--- src/rtl/microwave_cook_ctrl.sv ---
// Microwave cook-cycle sequencer: keypad MM:SS entry, BCD countdown,
// magnetron enable, door interlock and pause/done indication.
module microwave_cook_ctrl #(
  parameter int TICK_DIV  = 50_000_000,
  parameter int MAX_MIN_T = 9
) (
  input  logic        clk,
  input  logic        rst,
  input  logic        startn,
  input  logic        stopn,
  input  logic        clearn,
  input  logic        door_closed,
  input  logic        key_valid,
  input  logic [3:0]  key_digit,
  output logic        mag_on,
  output logic [15:0] time_bcd,
  output logic [2:0]  state,
  output logic        pausing,
  output logic        done
);

  localparam int PW = (TICK_DIV > 2) ? $clog2(TICK_DIV) : 1;
  localparam logic [PW-1:0] PRESC_TOP = PW'(TICK_DIV - 1);
  localparam logic [3:0] MAXT = 4'(MAX_MIN_T);

  typedef enum logic [2:0] {
    S_IDLE  = 3'd0,
    S_COOK  = 3'd1,
    S_PAUSE = 3'd2,
    S_DONE  = 3'd3
  } state_t;

  state_t        r_state;
  state_t        w_next;
  logic [15:0]   r_time;
  logic [15:0]   w_time_nx;
  logic [PW-1:0] r_presc;
  logic [PW-1:0] w_presc_nx;
  logic          r_startn_q;
  logic          r_mag_on;
  logic          r_pausing;
  logic          r_done;

  logic          w_start_ev;
  logic          w_tick;
  logic          w_zero;
  logic          w_final;
  logic          w_key_ok;
  logic [15:0]   w_time_dec;
  logic [15:0]   w_time_shift;

  // One-second BCD countdown with borrow through sec_u, sec_t, min_u, min_t
  function automatic logic [15:0] bcd_dec(input logic [15:0] t);
    logic [3:0] mt, mu, st, su;
    {mt, mu, st, su} = t;
    if (su != 4'd0) begin
      su = su - 4'd1;
    end else begin
      su = 4'd9;
      if (st != 4'd0) begin
        st = st - 4'd1;
      end else begin
        st = 4'd5;
        if (mu != 4'd0) begin
          mu = mu - 4'd1;
        end else begin
          mu = 4'd9;
          mt = mt - 4'd1;
        end
      end
    end
    return {mt, mu, st, su};
  endfunction

  assign w_start_ev   = r_startn_q & ~startn;
  assign w_tick       = (r_presc == PRESC_TOP);
  assign w_zero       = (r_time == 16'h0000);
  // A tick at 00:01 (or a stray 00:00) ends the cycle instead of wrapping
  assign w_final      = w_zero || (r_time == 16'h0001);
  assign w_time_dec   = w_final ? 16'h0000 : bcd_dec(r_time);
  assign w_key_ok     = key_valid && (key_digit <= 4'd9) &&
                        (r_time[11:8] <= MAXT);
  assign w_time_shift = {r_time[11:0], key_digit};

  // State register
  always_ff @(posedge clk) begin
    if (rst) begin
      r_state <= S_IDLE;
    end else begin
      r_state <= w_next;
    end
  end

  // Next state, next time value and prescaler in priority order
  always_comb begin
    w_next     = r_state;
    w_time_nx  = r_time;
    w_presc_nx = '0;
    if (!clearn) begin
      w_next    = S_IDLE;
      w_time_nx = 16'h0000;
    end else begin
      unique case (r_state)
        S_IDLE: begin
          if (!stopn) begin
            w_time_nx = 16'h0000;
          end else if (w_start_ev && door_closed && !w_zero) begin
            w_next = S_COOK;
          end else if (w_key_ok) begin
            w_time_nx = w_time_shift;
          end
        end
        S_COOK: begin
          w_presc_nx = w_tick ? '0 : r_presc + 1'b1;
          if (!door_closed) begin
            w_next     = S_PAUSE;
            w_presc_nx = '0;
            if (w_tick) w_time_nx = w_time_dec;
          end else if (!stopn) begin
            w_presc_nx = '0;
            if (w_tick && w_final) begin
              w_next    = S_IDLE;
              w_time_nx = 16'h0000;
            end else begin
              w_next = S_PAUSE;
              if (w_tick) w_time_nx = w_time_dec;
            end
          end else if (w_tick) begin
            w_time_nx = w_time_dec;
            if (w_final) w_next = S_DONE;
          end
        end
        S_PAUSE: begin
          if (!door_closed) begin
            w_next = S_PAUSE;
          end else if (!stopn) begin
            w_next    = S_IDLE;
            w_time_nx = 16'h0000;
          end else if (w_start_ev) begin
            w_next = S_COOK;
          end
        end
        S_DONE: begin
          w_time_nx = 16'h0000;
          if (!stopn || !door_closed) begin
            w_next = S_IDLE;
          end
        end
        default: begin
          w_next    = S_IDLE;
          w_time_nx = 16'h0000;
        end
      endcase
    end
  end

  // Datapath registers, start-edge history and registered status outputs
  always_ff @(posedge clk) begin
    if (rst) begin
      r_time     <= 16'h0000;
      r_presc    <= '0;
      r_startn_q <= 1'b1;
      r_mag_on   <= 1'b0;
      r_pausing  <= 1'b0;
      r_done     <= 1'b0;
    end else begin
      r_time     <= w_time_nx;
      r_presc    <= w_presc_nx;
      r_startn_q <= startn;
      r_mag_on   <= (w_next == S_COOK);
      r_pausing  <= (w_next == S_PAUSE);
      r_done     <= (w_next == S_DONE);
    end
  end

  assign mag_on   = r_mag_on;
  assign pausing  = r_pausing;
  assign done     = r_done;
  assign time_bcd = r_time;
  assign state    = r_state;

endmodule

--- config.mk ---
export PLATFORM = sky130hd
export DESIGN_NAME = microwave_cook_ctrl
export DESIGN_NICKNAME = d
export VERILOG_FILES = /design/src/rtl/microwave_cook_ctrl.sv
export SDC_FILE = /design/constraint.sdc
export NUM_CORES = 1
export LEC_CHECK = 0
export CAP_MARGIN = 20
export CORE_MARGIN = 2
export CORE_UTILIZATION = 45
export CTS_CLUSTER_SIZE = 10
export DETAILED_ROUTE_END_ITERATION = 6
export DONT_BUFFER_PORTS = 1
export PLACE_DENSITY_LB_ADDON = 0.25
export SKIP_LAST_GASP = 1
export SYNTH_ARGS = -nofsm -noshare
export SYNTH_HDL_FRONTEND = slang
export SYNTH_SLANG_ARGS = --single-unit
export TNS_END_PERCENT = 20
--- constraint.sdc ---
create_clock -name clk -period 2.7 [get_ports clk]
set_clock_uncertainty 0.2 [all_clocks]
set_input_delay 0.27 -clock clk [delete_from_list [all_inputs] [get_ports clk]]
set_output_delay 0.27 -clock clk [all_outputs]
set_load 0.05 [all_outputs]
==> results of run 1 <==
Yosys cell counts, types with 2 or more instances:
master	n	area, um^2
and2_1	4	25.02
a21oi_1	15	75.07
nor2_1	46	172.7
nand4_1	17	106.4
nand3_1	9	45.04
nor2b_1	5	31.28
inv_1	13	48.80
dfxtp_1	49	980.9
o21ai_0	15	75.07
o21ai_1	3	15.01
or2_2	2	12.51
buf_2	4	20.02
clkbuf_1	6	22.52
ha_1	8	100.1
or3b_2	3	26.28
nor4_1	4	25.02
nor3b_1	3	22.52
and4_1	3	26.28
xor2_1	13	113.9
a31oi_1	5	31.28
nor3_1	11	55.05
and3_1	7	43.79
and2_0	2	12.51
nand2_1	22	82.58
o211ai_1	2	15.01
a32o_1	4	40.04
a22oi_1	2	15.01
o21a_1	2	15.01
or3_1	3	18.77
a22o_1	6	52.55
xnor2_1	12	105.1
nand2b_1	5	31.28
o22ai_1	7	43.79
worst min path at each step:
stage / start / endpoint
floorplan: rst / r_startn_q$_SDFF_PP1_
global route: stopn / pausing$_SDFF_PP0_
global placement: rst / r_startn_q$_SDFF_PP1_
CTS: stopn / pausing$_SDFF_PP0_
finish: stopn / pausing$_SDFF_PP0_
detailed placement: rst / r_startn_q$_SDFF_PP1_
layer usage:
layer / share of wire / wire, um
met5: 0 / 0
met3: 0.071 / 512
met1: 0.46 / 3318
met2: 0.45 / 3215
met4: 0.020 / 147
report_power, final:
part / switching (mW) / total (mW) / internal, mW
clock: 0.260 / 0.538 / 0.278
combinational: 0.0542 / 0.0859 / 0.0317
sequential: 0.00222 / 0.727 / 0.725
total: 0.316 / 1.35 / 1.03
worst min-delay path, cell delays in order:
cell and delay, ps:
a32oi_1 110, nand2_1 70, nor2_1 30
cells in the final DEF, fill, tap and decap left out, types with 2 or more instances in the layout:
cell type | synthesis | layout
buf_4 | 0 | 34
nor3_1 | 11 | 11
o211ai_1 | 2 | 2
a31oi_1 | 5 | 5
xor2_1 | 13 | 13
and4_1 | 3 | 3
nand4_1 | 17 | 17
or3b_2 | 3 | 3
dlygate4sd3_1 | 0 | 4
or2_2 | 2 | 2
o21ai_1 | 3 | 3
xnor2_1 | 12 | 12
a32o_1 | 4 | 4
clkbuf_8 | 0 | 5
ha_1 | 8 | 8
o21a_1 | 2 | 2
and2_0 | 2 | 2
and3_1 | 7 | 7
a21oi_1 | 15 | 15
or3_1 | 3 | 3
a22o_1 | 6 | 6
dfxtp_1 | 49 | 49
nand3_1 | 9 | 9
nand2b_1 | 5 | 5
nor2b_1 | 5 | 5
nor4_1 | 4 | 4
nor3b_1 | 3 | 3
inv_1 | 13 | 13
o21ai_0 | 15 | 15
a22oi_1 | 2 | 2
o22ai_1 | 7 | 7
and2_1 | 4 | 4
nand2_1 | 22 | 22
nor2_1 | 46 | 46
repair_timing:
item,4_1_cts,5_1_grt
endpoints found under the hold margin,3,0
resized for setup,0,0
hold buffers,4,0
sequential cells by signal (all words and copies together) (netlist names):
name        count
r_presc        26
time_bcd       16
state           3
done            1
mag_on          1
pausing         1
r_startn_q      1
cells by family after synthesis:
| family | after synthesis | synth area share |
|---|---|---|
| other | 1 | 0.001360 |
| xor gates and xnor gates | 25 | 0.07944 |
| and+or+nand+nor | 155 | 0.3041 |
| adders and majority gates | 8 | 0.03632 |
| muxes | 2 | 0.007717 |
| buffers and inverters | 25 | 0.03858 |
| DFF | 49 | 0.3559 |
| AOI/OAI and AO/OA | 72 | 0.1766 |
final cells by class:
cell class                      instances  area [um^2]  share of cell area
Inverter                               13        48.80             0.01522
Tap cell                               75        93.84             0.02926
Clock buffer                            5        68.82             0.02146
Multi-Input combinational cell        263         1675              0.5224
Sequential cell                        49        980.9              0.3059
Clock inverter                          3        43.79             0.01366
Timing Repair Buffer                   38        295.3             0.09208
per-stage QoR:
step,utilization,instance area (um^2),power (mW)
after CTS,0.5416,3207,1.362
after detailed placement,0.5159,3054,0.8225
after global routing,0.5416,3207,1.400
after floorplan,-,2756,0.7971
after global placement,0.5159,3054,0.8223
final,0.5416,3207,1.350
==> metrics.md, run 1 <==
| Metric | Value |
|---|---|
| Outcome | finished, final reports clean |
| Top_reg_cell synth | dfxtp_1 |
| Critical path type | reg -> reg |
| Total track usage | 0.2233 |
| Worst hold slack | ~15 ps |
| Crit path capture type | register |
| Setup WS pre-CTS | about 220 ps |
| Vias in the first global route | roughly 2.4k |
| Net count, final | ~400 |
| Critical register-to-register path startpoint | r_presc[10]$_SDFF_PP0_ |
| Clock root buffer | clkbuf_8 |
| Cells after Synth | about 340 |
| Initial antenna violation count | 0 |
| Core area | between 0.005 and 0.006 mm^2 |
| Power Density | 421.1 mW/mm^2 |
| LEAKAGE | roughly 1.1 nW |
| Worst Path Max Fanout | 6 |
| Final wirelength | around 7200 um |
| Vias per cell | between 5 and 6 |
| DRT Pass-1 Iters | 7 |
| Setup WS post-layout | 168.9 ps |
| Max cap viols | 0 |
| Setup crit end | time_bcd[12]$_SDFFE_PP0P_ |
| Tightest Hold Check Type | in -> reg |
| GR peak layer | met2 |
| Worst r2r path cells | 6 |
| Worst path depth | 6 |
| Worst hold path depth | 3 |
| GRT met2 Usage | 0.3339 |
| Fin. Hold Viols | 0 |
| Cell family with most CP delay | simple AND/OR/NAND/NOR gates |
| First-pass GRT wire length | approximately 12000 um |
| Setup Buffers After CTS | 0 |
| Clock buffer depth | 2 |
| Largest net degree at the start of global routing | 27 |
| Die footprint | 0.006768 mm^2 |
| Max Clock Freq | 395.1 MHz |
| Port Buf Inserts | 0 |
| Final Cycle Share | 0.9375 |
| Worst Max-Slew Pin Slew | just under 1000 ps |
| R2R Setup Slk | about 170 ps |
| Non-Filler Instances | about 450 |
| CTS tree | built |
| Post-synthesis cell area | 0.002756 mm^2 |
| Layout cells sized above 1 | 0.1563 |
| EDFF count, synth | 0 |
| Site row count | 28 |
| Vias | about 2.6k |
| Critical-path top delay cell | or4b_4 |
| Total congestion overflow | 0 |
| Slew HR | 0.3511 |
| DRT iter0 DRCs | roughly 190 |
| Max IR drop VDD | 0.2561 mV |
| Sequential cell area fraction in the yosys report | 0.3559 |
| Mapped Nets | between 300 and 400 |
| Worst-path cell chain | or4b_4 > nor4_2 > and2_1 > nand4_1 > o22ai_1 > a32o_1 |
| Met3 global-route usage | 0.05543 |
| # IOs | 33 |
| Avg Cell Area, Syn | ~8.2 um^2 |
| R2R Path End | time_bcd[12]$_SDFFE_PP0P_ |
| Worst path max stage delay | around 570 ps |
| Worst Setup Start Kind | register |
| N_diodes | 0 |
| Fillers | around 580 |
| Clock slew at reported path FFs | approximately 100 ps |
| Synthesized flop and latch total | 49 |
| Chip height | 82.27 um |
| P&R area growth vs syn | 16.34% |
| Fraction of registers with async set or reset after synthesis | 0 |
| Met1 global-route usage | 0.3080 |
| RSZ-0062 raised after global routing | no |
| Syn. warnings | 0 |
| Placed cell count | between 400 and 500 |
| Inserted Clock Buffers | 5 |
| Critical path startpoint | r_presc[10]$_SDFF_PP0_ |
| Arrival @ worst endpoint | 2580 ps |
| Post-DR wirelength/cell | 16.13 um |
| Final antenna-violating net count | 0 |
| Slew Limit Fails | 0 |
| Req. time, crit path | roughly 2800 ps |
| Sink Count | around 50 |
| CTS H-tree lvls | 2 |
| Gpl congestion | 0.9916 |
| Setup TNS | 0 ps |
| Synth cell types | between 50 and 60 |
| Drt drc | 0 |
| Starting Density | 0.4656 |
| Crit path buffers/inverters | 0 |
| Shortest period the worst path allows | ~2500 ps |
| Number of setup violations in the final report | 0 |
| Clk_lat worst skew | roughly 300 ps |
| Die width | ~80 um |
| DP HPWL | ~5300 um |
Power figures use the tool's default switching activity.
==> run 2, diff against run 1 <==
--- a/config.mk
+++ b/config.mk
@@ -6,7 +6,7 @@
 export NUM_CORES = 1
 export LEC_CHECK = 0
 export CAP_MARGIN = 20
-export CORE_MARGIN = 2
+export CORE_MARGIN = 5
 export CORE_UTILIZATION = 45
 export CTS_CLUSTER_SIZE = 10
 export DETAILED_ROUTE_END_ITERATION = 6
==> constraint.sdc (replaced) <==
create_clock -name clk -period 3 [get_ports clk]
set_clock_uncertainty 0.2 [all_clocks]
set_input_delay 0.3 -clock clk [delete_from_list [all_inputs] [get_ports clk]]
set_output_delay 0.3 -clock clk [all_outputs]
set_load 0.05 [all_outputs]
==> metrics.md, run 2 (synthesis results as in run 1) <==
| Metric | Value |
|---|---|
| Net count, final | 380 (-2.3%) |
| Max Clock Freq | 357.9 MHz (-9.4%) |
| Sw Pwr | 0.2866 mW (-9.3%) |
| Clock power frac | 0.371 (-0.027) |
| CTS tree | built |
| Most frequent cells in the layout | dfxtp_1 (49), nor2_1 (46), buf_4 (26) |
| Worst Max-Slew Pin Slew | 917.6 ps (-47.48 ps) |
| Total congestion overflow | 0 (unchanged) |
| Final wirelength | 7068 um (-1.7%) |
| N_diodes | 0 (unchanged) |
| Die width | 88.27 um (+7.3%) |
| Die footprint | 0.007791 mm^2 (+15%) |
| Worst Path Max Fanout | 10 (+4) |
| RSZ-0062 raised after global routing | no |
| Total power | 1.155 mW (-14%) |
| Fin. Hold Viols | 0 (unchanged) |
| Vias in the first global route | 2524 (+5.5%) |
| Max cap viols | 0 (unchanged) |
| Most common cell after layout, fill and taps aside | dfxtp_1 |
| DRT iter0 DRCs | 166 (-10%) |
| Switching part of the total | 0.2480 (+0.01406) |
| Clock buffer depth | 2 (unchanged) |
| Final antenna-violating net count | 0 (unchanged) |
| Post-DR wirelength/cell | 16.17 um (+0.29%) |
| Setup Buffers After CTS | 0 (unchanged) |
| Crit path capture type | register |
| DP HPWL | 5213 um (-1.1%) |
| Slew HR | 0.3831 (+0.03192) |
| Drt drc | 0 (unchanged) |
| Cell family with most CP delay | compound AO/OA/AOI/OAI gates |
| Largest net degree at the start of global routing | 27 (unchanged) |
| Number of setup violations in the final report | 0 (unchanged) |
| Final Cycle Share | 0.9313 (-0.006200) |
| # IOs | 33 (unchanged) |
| Worst path max stage delay | 460 ps (-110 ps) |
| Worst-path cell chain | inv_1 > ha_1 > nor3b_1 > nand4_1 > a22oi_1 > o31a_1 > buf_4 > o22ai_1 > a32o_1 |
| Int Power | 0.8688 mW (-16%) |
| Initial antenna violation count | 0 (unchanged) |
| Vias | 2569 (-1.7%) |
| Clock root buffer | clkbuf_8 |
| LEAKAGE | 1.087 nW (-4.2%) |
| Worst Setup Start Kind | register |
| Sink Count | 49 (unchanged) |
| CTS H-tree lvls | 2 (unchanged) |
| Slew Limit Fails | 0 (unchanged) |
| Tightest Hold Check Type | in -> reg |
| DRT Pass-1 Iters | 5 (-2) |
| Comb pwr share | 0.063 (about the same) |
| Port Buf Inserts | 0 (unchanged) |
| Largest Register | r_presc |
| Crit path buffers/inverters | 2 (+2) |
| Starting Density | 0.4628 (-0.002739) |
| Total track usage | 0.1875 (-0.03581) |
| Layout cells sized above 1 | 0.1381 (-0.01821) |
| Gpl congestion | 0.9408 (-5.1%) |
| P&R area growth vs syn | 13.35% |
| Inserted Clock Buffers | 5 (unchanged) |
| Setup TNS | 0 ps (unchanged) |
| Vias per cell | 5.879 (+0.30%) |
| Worst hold slack | 33.45 ps (+18.77 ps) |
| Core area | 0.005956 mm^2 (+0.59%) |
| Max reg flops | 26 (unchanged) |
| Critical-path top delay cell | nor3b_1 |
| Site row count | 28 (unchanged) |
| Clk_lat worst skew | 310 ps (about the same) |
| Arrival @ worst endpoint | 2810 ps (+230 ps) |
| Outcome | finished, final reports clean |
| Clock slew at reported path FFs | 100 ps (about the same) |
| Utilization after layout | 0.5246 (-0.01705) |
| Critical path type | reg -> reg |
| Power Density | 369.8 mW/mm^2 (-12%) |
| Chip height | 88.27 um (+7.3%) |
| Max IR drop VDD | 0.2569 mV (+0.29%) |
| Shortest period the worst path allows | 2794 ps (+262.6 ps) |
| Register share of total power | 0.566 (+0.028) |
| First-pass GRT wire length | 11710 um (+0.96%) |
| Req. time, crit path | 3020 ps (+270 ps) |
-- run 2: cell types whose count changed in the layout (fill, tap and decap cells not counted), sizes merged --
cell         delta
dlygate4sd3     -1
bufinv          -1
clkbuf          +1
buf             -8
-- run 2: worst reg2reg max path, delay by kind of cell, from the launching register on --
family | cells | cell delay (ps)
compound gates | 4 | 920
buf+inv | 2 | 310
fa+ha+maj | 1 | 230
flops | 1 | 320
simple gates | 2 | 710
-- run 2: cell type report --
type	instances	area (um^2)
well taps	75	93.84
flip-flops and latches	49	980.9
fillers	595	2831
multi-input cells	263	1675
clock inverters	2	17.52
repair buffers	29	225.2
clock buffers	6	82.58
inverters	13	48.80
-- run 2: metrics by stage --
| stage | std cells | instance area (um^2) | worst slack, ps |
|---|---|---|---|
| after floorplan | 337 | 2756 | 338.4 |
| after global placement | 426 | 2994 | 393.4 |
| after detailed placement | 426 | 2994 | 309.5 |
| after CTS | 437 | 3124 | 289.0 |
| after global routing | 437 | 3124 | 64.22 |
| final | 437 | 3124 | 206.2 |
-- run 2: power by group through the flow --
stage / sequential, mW / clock [mW] / combinational (mW)
after floorplan: 0.676 / 0 / 0.0412
after global placement: 0.669 / 0 / 0.0678
after detailed placement: 0.669 / 0 / 0.0678
after CTS: 0.654 / 0.437 / 0.0712
after global routing: 0.655 / 0.473 / 0.0773
final: 0.654 / 0.429 / 0.0727
-- run 2: final timing paths --
kind	depth (start not counted)	start	slack (ps)	endpoint
setup / recovery	9	time_bcd[8]$_SDFFE_PP0P_	210	time_bcd[12]$_SDFFE_PP0P_
hold / removal	3	door_closed	30	pausing$_SDFF_PP0_
setup reg to reg	9	time_bcd[8]$_SDFFE_PP0P_	210	time_bcd[12]$_SDFFE_PP0P_
hold reg to reg	1	r_presc[0]$_SDFF_PP0_	250	r_presc[0]$_SDFF_PP0_
-- run 2: per-layer routing --
| metal | up-vias | global-route usage | part of all wire | routed length [um] |
|---|---|---|---|---|
| li1 | 1262 | - | - | - |
| met1 | 1218 | 0.2379 | 0.44 | 3122 |
| met2 | 76 | 0.3154 | 0.48 | 3376 |
| met3 | 13 | 0.04004 | 0.059 | 415 |
| met4 | 0 | 0.06456 | 0.022 | 154 |
| met5 | - | 0 | 0 | 0 |
-- run 2: what timing repair did --
action,4_1_cts,5_1_grt
endpoints found under the hold margin,2,0
gates resized for setup,0,0
endpoints found under the setup margin,0,0
hold buffers,3,0
